--- config.mk ---
export PLATFORM = sky130hd
export DESIGN_NAME = bus_stable_sync_flat
export DESIGN_NICKNAME = d
export VERILOG_FILES = /design/src/rtl/bus_stable_sync_pkg.sv /design/src/rtl/bus_stable_sync_if.sv /design/src/rtl/bus_stable_sync_ch.sv /design/src/rtl/bus_stable_sync.sv /design/src/flat_wrapper.sv
export SDC_FILE = /design/constraint.sdc
export NUM_CORES = 1
export LEC_CHECK = 0
export ABC_AREA = 1
export ABC_CLOCK_PERIOD_IN_PS = 2400
export CORE_MARGIN = 2
export CORE_UTILIZATION = 40
export CTS_BUF_LIST = sky130_fd_sc_hd__clkbuf_4
export DETAILED_ROUTE_END_ITERATION = 6
export GPL_TIMING_DRIVEN = 0
export PLACE_DENSITY = 0.7
export SLEW_MARGIN = 40
export SYNTH_ARGS = -nofsm -noshare
export SYNTH_HDL_FRONTEND = slang
export SYNTH_SLANG_ARGS = --single-unit
--- constraint.sdc ---
create_clock -name i_clk -period 2.4 [get_ports i_clk]
set_clock_uncertainty 0.15 [all_clocks]
set_input_delay 0.6 -clock i_clk [delete_from_list [all_inputs] [get_ports i_clk]]
set_output_delay 0.6 -clock i_clk [all_outputs]
set_load 0.05 [all_outputs]
--- src/rtl/bus_stable_sync_pkg.sv ---
// Shared constants and elaboration helpers for bus_stable_sync.
// The error-counter width is used only when BUS_STABLE_SYNC_ERRCNT_EN is defined.
package bus_stable_sync_pkg;

    localparam int ERRCNT_WIDTH = 8;

    function automatic int clog2(input int value);
        int r;
        r = 0;
        for (int v = value - 1; v > 0; v = v >> 1) begin
            r++;
        end
        return r;
    endfunction

    // A single synchroniser flop is not metastability-safe, and a zero-length window would commit torn words.
    function automatic bit params_ok(input int sync_stages, input int stable_cycles);
        return (sync_stages >= 2) && (stable_cycles >= 1);
    endfunction

endpackage

--- src/rtl/bus_stable_sync_if.sv ---
// Bus bundle for bus_stable_sync: flattened data, hold, commit outputs.
// Optional error-counter signals exist only with BUS_STABLE_SYNC_ERRCNT_EN.
interface bus_stable_sync_if
    import bus_stable_sync_pkg::*;
#(
    parameter int DATA_WIDTH = 16,
    parameter int CHANNELS   = 2
) ();

    logic [CHANNELS*DATA_WIDTH-1:0] i_a_din;
    logic [CHANNELS-1:0]            i_hold;
    logic [CHANNELS*DATA_WIDTH-1:0] o_d_dout;
    logic [CHANNELS-1:0]            o_update;

`ifdef BUS_STABLE_SYNC_ERRCNT_EN
    logic                             i_err_clr;
    logic [CHANNELS*ERRCNT_WIDTH-1:0] o_err_cnt;

    modport master (
        output i_a_din, i_hold, i_err_clr,
        input  o_d_dout, o_update, o_err_cnt
    );

    modport slave (
        input  i_a_din, i_hold, i_err_clr,
        output o_d_dout, o_update, o_err_cnt
    );
`else
    modport master (
        output i_a_din, i_hold,
        input  o_d_dout, o_update
    );

    modport slave (
        input  i_a_din, i_hold,
        output o_d_dout, o_update
    );
`endif

endinterface

--- src/rtl/bus_stable_sync_ch.sv ---
// One channel: synchroniser, stability qualifier, committed output and update strobe.
// BUS_STABLE_SYNC_ERRCNT_EN adds a saturating abandoned-change counter.
module bus_stable_sync_ch
    import bus_stable_sync_pkg::*;
#(
    parameter int                    DATA_WIDTH      = 16,
    parameter int                    SYNC_STAGES     = 2,
    parameter int                    STABLE_CYCLES   = 4,
    parameter logic [DATA_WIDTH-1:0] OUT_RESET_VALUE = '0
) (
    input  logic                    clk,
    input  logic                    rst,
    input  logic [DATA_WIDTH-1:0]   din,
    input  logic                    hold,
`ifdef BUS_STABLE_SYNC_ERRCNT_EN
    input  logic                    err_clr,
    output logic [ERRCNT_WIDTH-1:0] err_cnt,
`endif
    output logic [DATA_WIDTH-1:0]   dout,
    output logic                    update
);

    localparam int               CNT_W   = (clog2(STABLE_CYCLES) < 1) ? 1 : clog2(STABLE_CYCLES);
    localparam logic [CNT_W-1:0] CNT_MAX = CNT_W'(STABLE_CYCLES - 1);

    logic [DATA_WIDTH-1:0] sync_q [SYNC_STAGES];
    logic [DATA_WIDTH-1:0] s;
    logic [DATA_WIDTH-1:0] p_q;
    logic [CNT_W-1:0]      cnt_q;
    logic                  commit;

    assign s      = sync_q[SYNC_STAGES-1];
    assign commit = (cnt_q == CNT_MAX) && (p_q != dout) && !hold;

    // The counter keeps qualifying under hold, so release commits on the very next edge.
    always_ff @(posedge clk) begin
        if (rst) begin
            for (int i = 0; i < SYNC_STAGES; i++) begin
                sync_q[i] <= OUT_RESET_VALUE;
            end
            p_q    <= OUT_RESET_VALUE;
            cnt_q  <= '0;
            dout   <= OUT_RESET_VALUE;
            update <= 1'b0;
        end else begin
            sync_q[0] <= din;
            for (int i = 1; i < SYNC_STAGES; i++) begin
                sync_q[i] <= sync_q[i-1];
            end
            p_q <= s;
            if (s != p_q) begin
                cnt_q <= '0;
            end else if (cnt_q != CNT_MAX) begin
                cnt_q <= cnt_q + 1'b1;
            end
            if (commit) begin
                dout   <= p_q;
                update <= 1'b1;
            end else begin
                update <= 1'b0;
            end
        end
    end

`ifdef BUS_STABLE_SYNC_ERRCNT_EN
    logic abandon;

    assign abandon = (s != p_q) && (p_q != dout);

    // Clear takes priority over a coincident abandon.
    always_ff @(posedge clk) begin
        if (rst || err_clr) begin
            err_cnt <= '0;
        end else if (abandon && (err_cnt != {ERRCNT_WIDTH{1'b1}})) begin
            err_cnt <= err_cnt + 1'b1;
        end
    end
`endif

endmodule

--- src/rtl/bus_stable_sync.sv ---
// bus_stable_sync top: CHANNELS independent stable-value capture channels, channel-major flattening.
// Define BUS_STABLE_SYNC_ERRCNT_EN to add per-channel abandoned-change counters and a common clear.
module bus_stable_sync
    import bus_stable_sync_pkg::*;
#(
    parameter int                    DATA_WIDTH      = 16,
    parameter int                    CHANNELS        = 2,
    parameter int                    SYNC_STAGES     = 2,
    parameter int                    STABLE_CYCLES   = 4,
    parameter logic [DATA_WIDTH-1:0] OUT_RESET_VALUE = '0
) (
    input logic              i_clk,
    input logic              i_rst,
    bus_stable_sync_if.slave bus
);

    if (!params_ok(SYNC_STAGES, STABLE_CYCLES)) begin : g_bad_params
        $error("bus_stable_sync: SYNC_STAGES must be >= 2 and STABLE_CYCLES >= 1");
    end

    for (genvar c = 0; c < CHANNELS; c++) begin : g_ch
        bus_stable_sync_ch #(
            .DATA_WIDTH      (DATA_WIDTH),
            .SYNC_STAGES     (SYNC_STAGES),
            .STABLE_CYCLES   (STABLE_CYCLES),
            .OUT_RESET_VALUE (OUT_RESET_VALUE)
        ) u_ch (
            .clk     (i_clk),
            .rst     (i_rst),
            .din     (bus.i_a_din[c*DATA_WIDTH +: DATA_WIDTH]),
            .hold    (bus.i_hold[c]),
`ifdef BUS_STABLE_SYNC_ERRCNT_EN
            .err_clr (bus.i_err_clr),
            .err_cnt (bus.o_err_cnt[c*ERRCNT_WIDTH +: ERRCNT_WIDTH]),
`endif
            .dout    (bus.o_d_dout[c*DATA_WIDTH +: DATA_WIDTH]),
            .update  (bus.o_update[c])
        );
    end

endmodule

--- src/flat_wrapper.sv ---
// flat-port wrapper written by rule: the top's interface ports become plain ports
module bus_stable_sync_flat import bus_stable_sync_pkg::*;
#(
    parameter int                    DATA_WIDTH      = 16,
    parameter int                    CHANNELS        = 2,
    parameter int                    SYNC_STAGES     = 2,
    parameter int                    STABLE_CYCLES   = 4,
    parameter logic [DATA_WIDTH-1:0] OUT_RESET_VALUE = '0
)
  (i_clk, i_rst, bus_i_a_din, bus_i_hold, bus_o_d_dout, bus_o_update);
  bus_stable_sync_if #(.DATA_WIDTH(DATA_WIDTH), .CHANNELS(CHANNELS)) bus_i ();
  input logic i_clk;
  input logic i_rst;
  input wire logic [$bits(bus_i.i_a_din)-1:0] bus_i_a_din;
  input wire logic [$bits(bus_i.i_hold)-1:0] bus_i_hold;
  output wire logic [$bits(bus_i.o_d_dout)-1:0] bus_o_d_dout;
  output wire logic [$bits(bus_i.o_update)-1:0] bus_o_update;
  assign bus_i.i_a_din = bus_i_a_din;
  assign bus_i.i_hold = bus_i_hold;
  assign bus_o_d_dout = bus_i.o_d_dout;
  assign bus_o_update = bus_i.o_update;
  bus_stable_sync #(.DATA_WIDTH(DATA_WIDTH), .CHANNELS(CHANNELS), .SYNC_STAGES(SYNC_STAGES), .STABLE_CYCLES(STABLE_CYCLES), .OUT_RESET_VALUE(OUT_RESET_VALUE)) u_core (.i_clk(i_clk), .i_rst(i_rst), .bus(bus_i));
endmodule
## Word level (Yosys, flattened, before mapping)

Memories as Yosys holds them, arrays and structs flattened.
Index checks and enable logic that the tools add are counted.
W data, S select, Z words.

| operators by class | value |
|---|---|
| $add $sub $neg | 2 |
| bitwise operators | 4 |
| reductions and logical operators | 8 |
| muxes and demuxes | 9 |
| equal/unequal tests | 8 |

Operators with widths:

| kind | count |
|---|---|
| $mux W16 | 4 |
| $ne A16 B16 Y1 | 4 |
| $mux W1 | 5 |
| $add A2 B1 Y2 const B | 2 |
| $eq A2 B2 Y1 const B | 2 |
| $logic_and A1 B1 Y1 | 4 |
| $ne A2 B2 Y1 const B | 2 |
| $or A1 B1 Y1 | 4 |
| $reduce_or A2 Y1 | 2 |
| $logic_not A1 Y1 | 2 |

| word-level totals | value |
|---|---|
| register bits | 70 |
| memories | 2 |
| bits in writable memories | 64 |
| logic and storage cells | 41 |
| input port bits | 36 |
| output and inout port bits | 34 |

Memories:

| name | depth | width | rd ports | clocked after memory_dff | write ports | RTL line | source |
|---|---|---|---|---|---|---|---|
| u_core.g_ch[0].u_ch.sync_q | 2 | 16 | 2 | 0 | 2 | bus_stable_sync_ch.sv:26 | `logic [DATA_WIDTH-1:0] sync_q [SYNC_STAGES];` |
| u_core.g_ch[1].u_ch.sync_q | 2 | 16 | 2 | 0 | 2 | bus_stable_sync_ch.sv:26 |  |

## Depth between registers and ports, before layout

| depth | value |
|---|---|
| depth in word-level cells | 4 |
| mapped depth | 11 |
| depth with buffers taken out | 10 |

## Modules after synthesis

Synthesis repeated with hierarchy kept, for this count alone.

| second synthesis, totals | value |
|---|---|
| cells, all modules | 752 |
| area, all modules | 5345.1 um^2 |

By module, submodules not included:

| module | cells an instance | area an instance (um^2) | seq. area each (um^2) | instances |
|---|---|---|---|---|
| bus_stable_sync_ch | 376 | 2672.6 | 1341.3 | 2 |

## Worst setup path after synthesis

Ideal clock, no wire load.

| timing | value |
|---|---|
| kind | register to register |
| start | register u_core.g_ch[1].u_ch.dout[8] |
| end | register u_core.g_ch[1].u_ch.dout[0] |
| period minus slack after synthesis | 1.785 ns |
| cell stages (with the launch flop) | 11 |
| setup slack | 0.615 ns |
| arrival | 1.519 ns |
| buffers on the path | 1 |
| cell sequence | dfxtp_1 -> inv_1 -> nand2_1 -> nand2_1 -> nor2_1 -> nand2_1 -> nor2_1 -> nand2_2 -> buf_4 -> a21oi_1 -> nor2_1 |

| on the way | value |
|---|---|
| cells in the longest elaborated chain, start to end | 3 |

RTL lines:

| item | RTL line | source |
|---|---|---|
| from (decl) | bus_stable_sync_ch.sv:19 | `output logic [DATA_WIDTH-1:0] dout,` |
| from (signal assigned) | bus_stable_sync_ch.sv:57 | `dout <= p_q;` |
| $ne A16 B16 Y1 | bus_stable_sync_ch.sv:33 | `assign commit = (cnt_q == CNT_MAX) && (p_q != dout) && !hold;` |
| $logic_and A1 B1 Y1 (2 in a row) | bus_stable_sync_ch.sv:33 |  |

Every way passes these cells.
A chain may end at the register's enable or synchronous reset.

## Final worst setup path

| timing | value |
|---|---|
| start | register u_core.g_ch[0].u_ch.dout[0] |
| end | output bus_o_d_dout[0] |

RTL lines:

| item | RTL line | source |
|---|---|---|
| from (decl) | bus_stable_sync_ch.sv:19 |  |
| from (signal assigned) | bus_stable_sync_ch.sv:57 |  |
| to (decl) | flat_wrapper.sv:16 | `output wire logic [$bits(bus_i.o_d_dout)-1:0] bus_o_d_dout;` |

No word-level cell between the ends.

==> reports/results.tsv <==
stage	metric	value	unit
cts	cts.sinks	134	
worst_setup_path	crit_chain	dlygate4sd2_1	
routing	drc	0	
worst_setup_path	endpoint_kind	output pin	
worst_setup_path	rrSetupSlack	0.54	ns
sta	min_period	2.26	ns
routing	first_pass_iters	4	
sta	rsz0062_at_grt	no	
routing	via_count	4280	
power	irDropWorstVdd	313	µV
worst_setup_path	reg2reg_to	u_core.g_ch[1].u_ch.dout[9]$_SDFFE_PP0P_	
worst_setup_path	critPathRequiredTime	1.65	ns
min_path	hp-start	u_core.g_ch[0].u_ch.sync_q[0][4]$_SDFF_PP0_	
cts	cts_max_level	4	
sta	finalCritPeriodShare	0.941	
layout	instances_no_fill	1031	
routing	wirelength	10600	µm
yosys	synth_area_leaders	dfxtp_1, nor2_1, inv_1, nand2_1, a21oi_1	
run	max_cap_viol_count	0	
sta	max_slew_margin	0.656	
yosys	synth_top_area_frac	0.504	
cts	hold_buffers	0	
routing	viasPerCell	4.15	
layout	mostFrequentLayoutCell	nor2_1	
yosys	synth_seq_cells	134	
floorplan	rows	42	
yosys	syn-instance-count	754	
routing	ant_nets	0	
worst_setup_path	path_delay_family	buffers and inverters	
power	p_int	0.00342	W
routing	drt_iter0_drc	183	
worst_setup_path	worstPathMaxFanout	4	
grt	overflow	0	
worst_setup_path	cp_slowest_cell	dlygate4sd2_1	
sta	hold_slack	0.257	ns
sta	finalHoldViolCount	0	
cts	root_buffer	clkbuf_4	
worst_setup_path	cp.arrival	1.51	ns
yosys	post_synth.cell_area_avg	7.07	µm²
grt	grt_usage	0.160	
grt	grt_pass1_wl	18100	µm
sta	worst_slew_pin_slew	0.518	ns
power	switching_share	0.235	
place	dp_cells	998	
cts	clk_pin_slew	0.12	ns
power	power.share.sequential	0.520	
sta	finalSetupViolCount	0	
min_path	min_path_cells	2	
cts	clock_latency	0.52	ns
yosys	yosysWarnings	0	
worst_setup_path	reg2regPathDepth	6	
grt	grt_max_degree	17	
worst_setup_path	slowest_delay	0.57	ns
floorplan	die_y	119	µm
floorplan	ios	70	
cts	cts_setup_buffers	0	
grt	antenna_found_initial	1	
layout	most-common-layout-cells	nor2_1, inv_1, nand2_1	
routing	routedWlPerCell	10.3	µm
layout	syn2layout_area_growth	22.8	%
worst_setup_path	cp-start-kind	register	
yosys	synth_top_area_cell	dfxtp_1	
grt	grt_pass1_vias	3869	
cts	cts_buffer_depth	2	
yosys	synth_area	5330	µm²
power	p_leak	3.07	nW
cts	cts_buffers	17	
power	pwr-share-comb	0.081	
sta	slew_viol_final	0	
power	p_clk_frac	0.399	
power	p_per_area	683	nW/µm²
floorplan	die_x	119	µm
status	outcome	complete, no violations	
yosys	ys_seq_area_frac	0.504	
place	dp_hpwl	7960	µm
worst_setup_path	reg2reg_from	u_core.g_ch[1].u_ch.cnt_q[0]$_SDFFE_PP0P_	
place	place_congestion	0.853	
yosys	syn_nets	792	
cts	cts_tree	built	
min_path	min_to	u_core.g_ch[0].u_ch.sync_q[0][20]$_SDFF_PP0_	
place	io_buffers	68	
yosys	ys_types	24	
floorplan	fp.dieArea	14300	µm²
worst_setup_path	crit_start	u_core.g_ch[0].u_ch.dout[0]$_SDFFE_PP0P_	
sta	fmax	0.443	GHz
floorplan	coreArea	13100	µm²
sta	setup_tns	0	ns
power	p_sw	0.00105	W
layout	drive_gt1_frac	0.0714	
worst_setup_path	crit_type	register to output pin	
min_path	hp-class	register to register	
worst_setup_path	crit_buf_inv	1	
floorplan	start_util	0.406	
layout	final_util	0.498	
layout	nets	879	
-- Yosys cell counts (all sizes together) --
cell type	number
xnor2	8
xor2	4
nand3	36
o22ai	11
o211ai	1
dfxtp	134
buf	17
nand2	157
o21ai	1
a21oi	34
nor3	2
nand4	3
o2111ai	2
inv	163
clkbuf	11
mux2i	2
nor2	166
ha	2
-- repair_timing --
action	CTS	global route
setup endpoints to repair	34	0
endpoints found under the hold margin	0	0
resized for setup	34	0
-- power by group through the flow --
stage / Clock [W] / Sequential (W) / Combinational [W]
2_1_floorplan: 0 / 0.00236 / 0.000243
3_3_place_gp: 0 / 0.00237 / 0.000360
3_5_place_dp: 0 / 0.00237 / 0.000363
4_1_cts: 0.00183 / 0.00232 / 0.000365
5_1_grt: 0.00192 / 0.00233 / 0.000410
6_report: 0.00179 / 0.00232 / 0.000361
-- worst max path at each step --
stage	to	slack, ns	depth (start not counted)
4_1_cts	bus_o_d_dout[30]	0.1	1
3_3_place_gp	u_core.g_ch[1].u_ch.dout[11]$_SDFFE_PP0P_	0.14	5
3_5_place_dp	u_core.g_ch[1].u_ch.dout[10]$_SDFFE_PP0P_	0.14	5
6_report	bus_o_d_dout[0]	0.14	1
2_1_floorplan	u_core.g_ch[1].u_ch.dout[0]$_SDFFE_PP0P_	0.61	10
5_1_grt	bus_o_d_dout[30]	0.08	1
-- through the flow --
stage | worst slack [ns] | total power [W] | cell area (µm²)
2_1_floorplan | 0.615 | 0.00261 | 5330
5_1_grt | 0.0770 | 0.00466 | 6540
6_report | 0.141 | 0.00447 | 6540
4_1_cts | 0.0975 | 0.00452 | 6540
3_5_place_dp | 0.137 | 0.00274 | 6230
3_3_place_gp | 0.145 | 0.00273 | 6230
-- per-layer routing --
layer,share of wire,vias up,track usage
met2,0.44,85,0.247
met5,0,-,0
met3,0.049,12,0.0450
met1,0.50,1793,0.211
met4,0.015,0,0.0625
li1,-,2390,-
-- kinds of logic after synthesis --
group,synth area share
AOI/OAI and AO/OA,0.0505
xor gates and xnor gates,0.0197
adders and majority gates,0.00470
buffers and inverters,0.147
DFF,0.504
muxes,0.00376
and+or+nand+nor,0.271
-- sequential cells by signal, indices dropped and copies added, names as in the netlist --
name and cells:
u_core.g_ch.u_ch.sync_q 64, u_core.g_ch.u_ch.dout 32, u_core.g_ch.u_ch.p_q 32, u_core.g_ch.u_ch.cnt_q 4, u_core.g_ch.u_ch.update 2
-- cell type report --
| cell class | count | area, µm² |
|---|---|---|
| fill | 1319 | 6600 |
| antenna | 1 | 2.50 |
| buffer | 28 | 170 |
| inverter | 163 | 612 |
| multi-input combinational | 429 | 1860 |
| clock inverter | 12 | 201 |
| sequential | 134 | 2680 |
| timing repair buffer | 68 | 638 |
| tap | 176 | 220 |
| clock buffer | 20 | 150 |
No activity file was read; power rests on OpenSTA's default activity.
